File: src/rtl/majority_sample_sequencer.sv
// -----------------------------------------------------------------------------
// majority_sample_sequencer
//   Oversampled bit recovery. On an accepted start, takes 8 samples of a
//   pre-synchronised serial input (one per div+1 clock periods), votes them
//   through an 8-input majority (>=5 of 8 high), and presents the voted bit
//   plus the raw samples on a valid/ready handshake.
//
// Ports
//   clk          in   1          system clock, rising edge
//   reset        in   1          synchronous, active-high reset
//   din          in   1          serial input, already synchronised to clk
//   div          in   DIV_WIDTH  sample period minus one, captured on accepted start
//   start        in   1          request one 8-sample vote (accepted when idle,
//                                or together with the output handshake)
//   busy         out  1          high from accepted start until handshake completes
//   bit_out      out  1          majority of samples_out
//   samples_out  out  8          captured samples, bit 7 = first, bit 0 = last
//   bit_valid    out  1          result valid, held until bit_ready
//   bit_ready    in   1          downstream accepts result
//   overrun      out  1          one-cycle pulse when a start is dropped
// -----------------------------------------------------------------------------
module majority_sample_sequencer #(
  parameter int unsigned DIV_WIDTH = 8
) (
  input  logic                 clk,
  input  logic                 reset,
  input  logic                 din,
  input  logic [DIV_WIDTH-1:0] div,
  input  logic                 start,
  output logic                 busy,
  output logic                 bit_out,
  output logic [7:0]           samples_out,
  output logic                 bit_valid,
  input  logic                 bit_ready,
  output logic                 overrun
);

  localparam int unsigned NSAMP  = 8;
  localparam int unsigned SCNT_W = 3;
  localparam int unsigned ONES_W = 4;
  localparam int unsigned MAJ_TH = 5;

  typedef enum logic [1:0] {
    S_IDLE   = 2'd0,
    S_SAMPLE = 2'd1,
    S_VOTE   = 2'd2,
    S_HOLD   = 2'd3
  } state_t;

  state_t               r_state;
  logic [DIV_WIDTH-1:0] r_div;
  logic [DIV_WIDTH-1:0] r_divcnt;
  logic [SCNT_W-1:0]    r_scnt;
  logic [NSAMP-1:0]     r_sreg;
  logic                 r_busy;
  logic                 r_bit_out;
  logic [NSAMP-1:0]     r_samples;
  logic                 r_bit_valid;
  logic                 r_overrun;

  logic                 w_strobe;
  logic                 w_handshake;
  logic [ONES_W-1:0]    w_ones;
  logic                 w_vote;

  // Sample strobe: divider counter has reached the captured period
  assign w_strobe    = (r_divcnt == r_div);
  assign w_handshake = r_bit_valid & bit_ready;

  // 8-input majority voter on the shift register
  always_comb begin
    w_ones = '0;
    for (int i = 0; i < int'(NSAMP); i++) begin
      w_ones = w_ones + ONES_W'(r_sreg[i]);
    end
    w_vote = (w_ones >= ONES_W'(MAJ_TH));
  end

  // Sequencer FSM with registered outputs
  always_ff @(posedge clk) begin
    if (reset) begin
      r_state     <= S_IDLE;
      r_div       <= '0;
      r_divcnt    <= '0;
      r_scnt      <= '0;
      r_sreg      <= '0;
      r_busy      <= 1'b0;
      r_bit_out   <= 1'b0;
      r_samples   <= '0;
      r_bit_valid <= 1'b0;
      r_overrun   <= 1'b0;
    end else begin
      r_overrun <= 1'b0;
      case (r_state)
        S_IDLE: begin
          if (start) begin
            r_div    <= div;
            r_divcnt <= '0;
            r_scnt   <= '0;
            r_sreg   <= '0;
            r_busy   <= 1'b1;
            r_state  <= S_SAMPLE;
          end
        end

        S_SAMPLE: begin
          if (start) begin
            r_overrun <= 1'b1;
          end
          if (w_strobe) begin
            r_divcnt <= '0;
            r_sreg   <= {r_sreg[NSAMP-2:0], din};
            r_scnt   <= r_scnt + SCNT_W'(1);
            if (r_scnt == SCNT_W'(NSAMP - 1)) begin
              r_state <= S_VOTE;
            end
          end else begin
            r_divcnt <= r_divcnt + DIV_WIDTH'(1);
          end
        end

        S_VOTE: begin
          if (start) begin
            r_overrun <= 1'b1;
          end
          r_bit_out   <= w_vote;
          r_samples   <= r_sreg;
          r_bit_valid <= 1'b1;
          r_state     <= S_HOLD;
        end

        S_HOLD: begin
          if (w_handshake) begin
            r_bit_valid <= 1'b0;
            if (start) begin
              // Back-to-back restart: busy stays high
              r_div    <= div;
              r_divcnt <= '0;
              r_scnt   <= '0;
              r_sreg   <= '0;
              r_state  <= S_SAMPLE;
            end else begin
              r_busy  <= 1'b0;
              r_state <= S_IDLE;
            end
          end else if (start) begin
            r_overrun <= 1'b1;
          end
        end

        default: begin
          r_state <= S_IDLE;
          r_busy  <= 1'b0;
        end
      endcase
    end
  end

  assign busy        = r_busy;
  assign bit_out     = r_bit_out;
  assign samples_out = r_samples;
  assign bit_valid   = r_bit_valid;
  assign overrun     = r_overrun;

endmodule

File: config.mk
export PLATFORM = sky130hd
export DESIGN_NAME = majority_sample_sequencer
export DESIGN_NICKNAME = d
export VERILOG_FILES = /design/src/rtl/majority_sample_sequencer.sv
export SDC_FILE = /design/constraint.sdc
export NUM_CORES = 1
export LEC_CHECK = 0
export ABC_AREA = 1
export BUFFER_PORTS_ARGS = -buffer_cell sky130_fd_sc_hd__buf_4
export CORE_ASPECT_RATIO = 0.7
export CORE_MARGIN = 8
export CORE_UTILIZATION = 45
export DETAILED_ROUTE_END_ITERATION = 8
export GPL_ROUTABILITY_DRIVEN = 0
export HOLD_SLACK_MARGIN = 0.12
export PLACE_DENSITY_LB_ADDON = 0.12
export SLEW_MARGIN = 20
export SYNTH_ARGS = -nofsm -noshare
export SYNTH_HDL_FRONTEND = slang
export SYNTH_SLANG_ARGS = --single-unit
File: constraint.sdc
create_clock -name clk -period 4.3 [get_ports clk]
set_input_delay 0.215 -clock clk [delete_from_list [all_inputs] [get_ports clk]]
set_output_delay 0.215 -clock clk [all_outputs]
set_load 0.02 [all_outputs]
==> out/qor.csv <==
stage;metric;value;unit
clock_network;Post CTS Setup Buffer Count;0;
global_route;initial antenna violation count;0;
synthesis;most used flip-flop cell after synthesis;dfxtp_1;
clock_network;hold_buf cts;1;
timing;post-route minimum period;2.93;ns
drt;DR pass1 iterations;4;
floorplanning;starting density of the core;0.475;
synthesis;#FFs+latches synth;41;
power;Flop pwr share;0.332;
synthesis;Compound-Gate Fraction of Synth Area;0.150;
final_layout;Core Util, Final;0.544;
clock_network;cts bufs inserted;5;
global_route;largest net degree at the start of global routing;34;
synthesis;number of distinct library cells after synthesis;27;
final_layout;area of the multi-input gates;1090;sq um
floorplanning;# IOs;25;
synthesis;Yosys top cell area share;0.390;
timing;total negative setup slack;0;ns
drt;post-DR vias/cell;4.83;
synthesis;Mapped Nets;312;
run_status;status;complete, no violations;
synthesis;YS warnings;0;
synthesis;portion of netlist area occupied by mux cells;0;
timing;Rel. slew slack;0.360;
critical_path;Worst Setup Path Type;flop to flop;
place;placed cell area;2280;sq um
global_route;Total Routing Usage GR;0.124;
final_layout;Register Area;821;sq um
critical_path;CP arrival;3.08;ns
floorplanning;Rows;20;
timing;endpoints failing setup;0;
synthesis;mapped cell area;2110;sq um
run;Max Cap Viol;0;
timing;Max Clock Skew;0.00222;ns
clock_network;clk_lat worst skew;0.29;ns
drt;wire per inst;11.7;um
place;dpl cells;353;
clock_network;clk slew on worst S/H paths;0.08;ns
drt;total number of vias;1747;
final_layout;nets;333;
timing;Slew @ Worst Pin;0.960;ns
timing;RSZ-0062 raised after global routing;false;
final_layout;post-route cell area;2410;sq um
global_route;first-pass GRT wire length;7250;um
timing;Max Transition Viols Final;0;
synthesis;XOR/XNOR Fraction of Synth Area;0.0374;
clock_network;clk root buf;clkbuf_8;
power;P_leak;1.07;nW
final_layout;ant diodes;0;
timing;fin worst setup slack;1.37;ns
timing;final worst path period share;0.682;
power;pwr dens;750;nW/um^2
critical_path;Worst Setup Start Kind;flop;
critical_path;Worst EP required;4.44;ns
final_layout;area grow syn2layout;14.4;%
place;DP HPWL;2930;um
drt;drt first-iter violations;87;
drt;final wirelength;4240;um
synthesis;Post-synth ARST share;0;
power;Sw Pwr;0.763;mW
timing;Max Freq;341;MHz
global_route;vias in the first global route;1538;
synthesis;post-synthesis instance total;285;
synthesis;Post-synth top cells;nand2_1 (56), dfxtp_1 (41), nor2_1 (39);
synthesis;Post-synth EDFFs;0;
synthesis;cell taking the most area after synthesis;dfxtp_1;
timing;final hold slack;0.172;ns
drt;Routed Antenna Nets;0;
power;Switching Fraction;0.422;
floorplanning;Die W;97.8;um
synthesis;top-count cell post-synth;nand2_1;
global_route;total grt overflow;0;
place;I/O Buffers;24;
synthesis;adder-cell share of the synthesized area;0.0974;
synthesis;Post-Synth Simple-Gate Area;0.232;
clock_network;Resize count post-CTS;0;
final_layout;proportion of layout cells with a drive suffix above 1;0.127;
clock_network;CTS tree;built;
floorplanning;Chip Height;73.2;um
power;Comb pwr share;0.491;
critical_path;CP endpoint kind;flop;
power;clock share of power;0.178;
synthesis;register area share after synthesis;0.390;
synthesis;syn avg cell area;7.39;sq um
power;design internal power;1.04;mW
synthesis;main combinational cell family by area after synthesis;simple AND/OR/NAND/NOR gates;
final_layout;post-route insts no fill;362;
clock_network;Bufs on Longest Clock Path;2;
hold_path;HP Class;input port to flop;
drt;DRC viols;0;
floorplanning;CORE AREA;4430;sq um
synthesis;Synth area leaders;dfxtp_1 (39%), nand2_1 (10%), nor2_1 (7.0%);
place;dpl ws;1.36;ns
critical_path;worst-path fanout max;3;
power;PnR Total Power;1.81;mW
timing;Final Hold Fails;0;
power;VDD IR max;0.381;mV
clock_network;H-tree levels;2;
floorplanning;die area;7160;sq um
final_layout;# fillers;444;
clock_network;total clock sinks;41;
layer usage:
metal / global-route usage / wire (um) / share of wire / vias up
li1: - / - / - / 952
met1: 0.177 / 2480 / 0.58 / 752
met2: 0.165 / 1520 / 0.36 / 37
met3: 0.0371 / 190 / 0.045 / 6
met4: 0.0515 / 46 / 0.011 / 0
met5: 0 / 0 / 0 / -
critical path, stage by stage (launching register included):
cell	delay, ns
dfxtp_1	0.35
inv_1	0.08
fa_1	0.55
fa_1	0.43
fa_1	0.44
inv_1	0.07
ha_1	0.16
inv_1	0.06
fa_1	0.47
nand2_1	0.05
nand2_1	0.06
a41oi_1	0.08
final timing paths:
path	startpoint	endpoint	slack, ns	cells after the start
worst min-delay path	div[7]	r_div[7]$_SDFFE_PP0P_	0.17	3
worst min register to register	busy$_SDFFE_PP0P_	busy$_SDFFE_PP0P_	0.46	2
worst max-delay path	r_sreg[0]$_SDFFE_PP0P_	bit_out$_SDFFE_PP0P_	1.37	11
worst max register to register	r_sreg[0]$_SDFFE_PP0P_	bit_out$_SDFFE_PP0P_	1.37	11
power by group through the flow:
| stage | Sequential [mW] | Clock (mW) | Combinational (mW) |
|---|---|---|---|
| 5_1_grt | 0.616 | 0.342 | 1.04 |
| 3_3_place_gp | 0.603 | 0 | 0.889 |
| 2_1_floorplan | 0.639 | 0 | 0.668 |
| 3_5_place_dp | 0.607 | 0 | 0.889 |
| 4_1_cts | 0.599 | 0.329 | 0.896 |
| 6_report | 0.599 | 0.321 | 0.886 |
area by class of cell:
cell class | count | area share
Multi-Input combinational cell | 200 | 0.452
Sequential cell | 41 | 0.341
Timing Repair Buffer | 25 | 0.0789
Inverter | 33 | 0.0514
Clock buffer | 7 | 0.0358
Tap cell | 55 | 0.0286
Clock inverter | 1 | 0.0125
placed cells by master (no fill, tap or decap), types with 2 or more instances in the layout:
cell	Yosys	final
xnor2_1	6	6
nand2_1	56	56
inv_1	32	32
fa_1	4	4
nand2_2	3	3
buf_4	1	24
nor2_1	39	39
nand3_1	17	17
nand4_1	2	2
o21ai_2	2	2
xor2_1	3	3
nor3_1	2	2
ha_1	10	10
clkbuf_8	0	6
dfxtp_1	41	41
a21oi_1	28	28
o21ai_0	21	21
logic make-up after synthesis:
| logic type | count (synthesis) |
|---|---|
| buffers and inverters | 44 |
| DFF | 41 |
| AOI/OAI and AO/OA | 57 |
| adders and majority gates | 14 |
| xor gates and xnor gates | 9 |
| and+or+nand+nor | 120 |
flip-flops by register name (all words and copies together), names as in the netlist, 2 cells and up:
register / cells
r_div: 8
r_divcnt: 8
r_sreg: 8
samples_out: 8
r_scnt: 3
r_state: 2
Note: power is estimated with default switching activity, not from simulation.
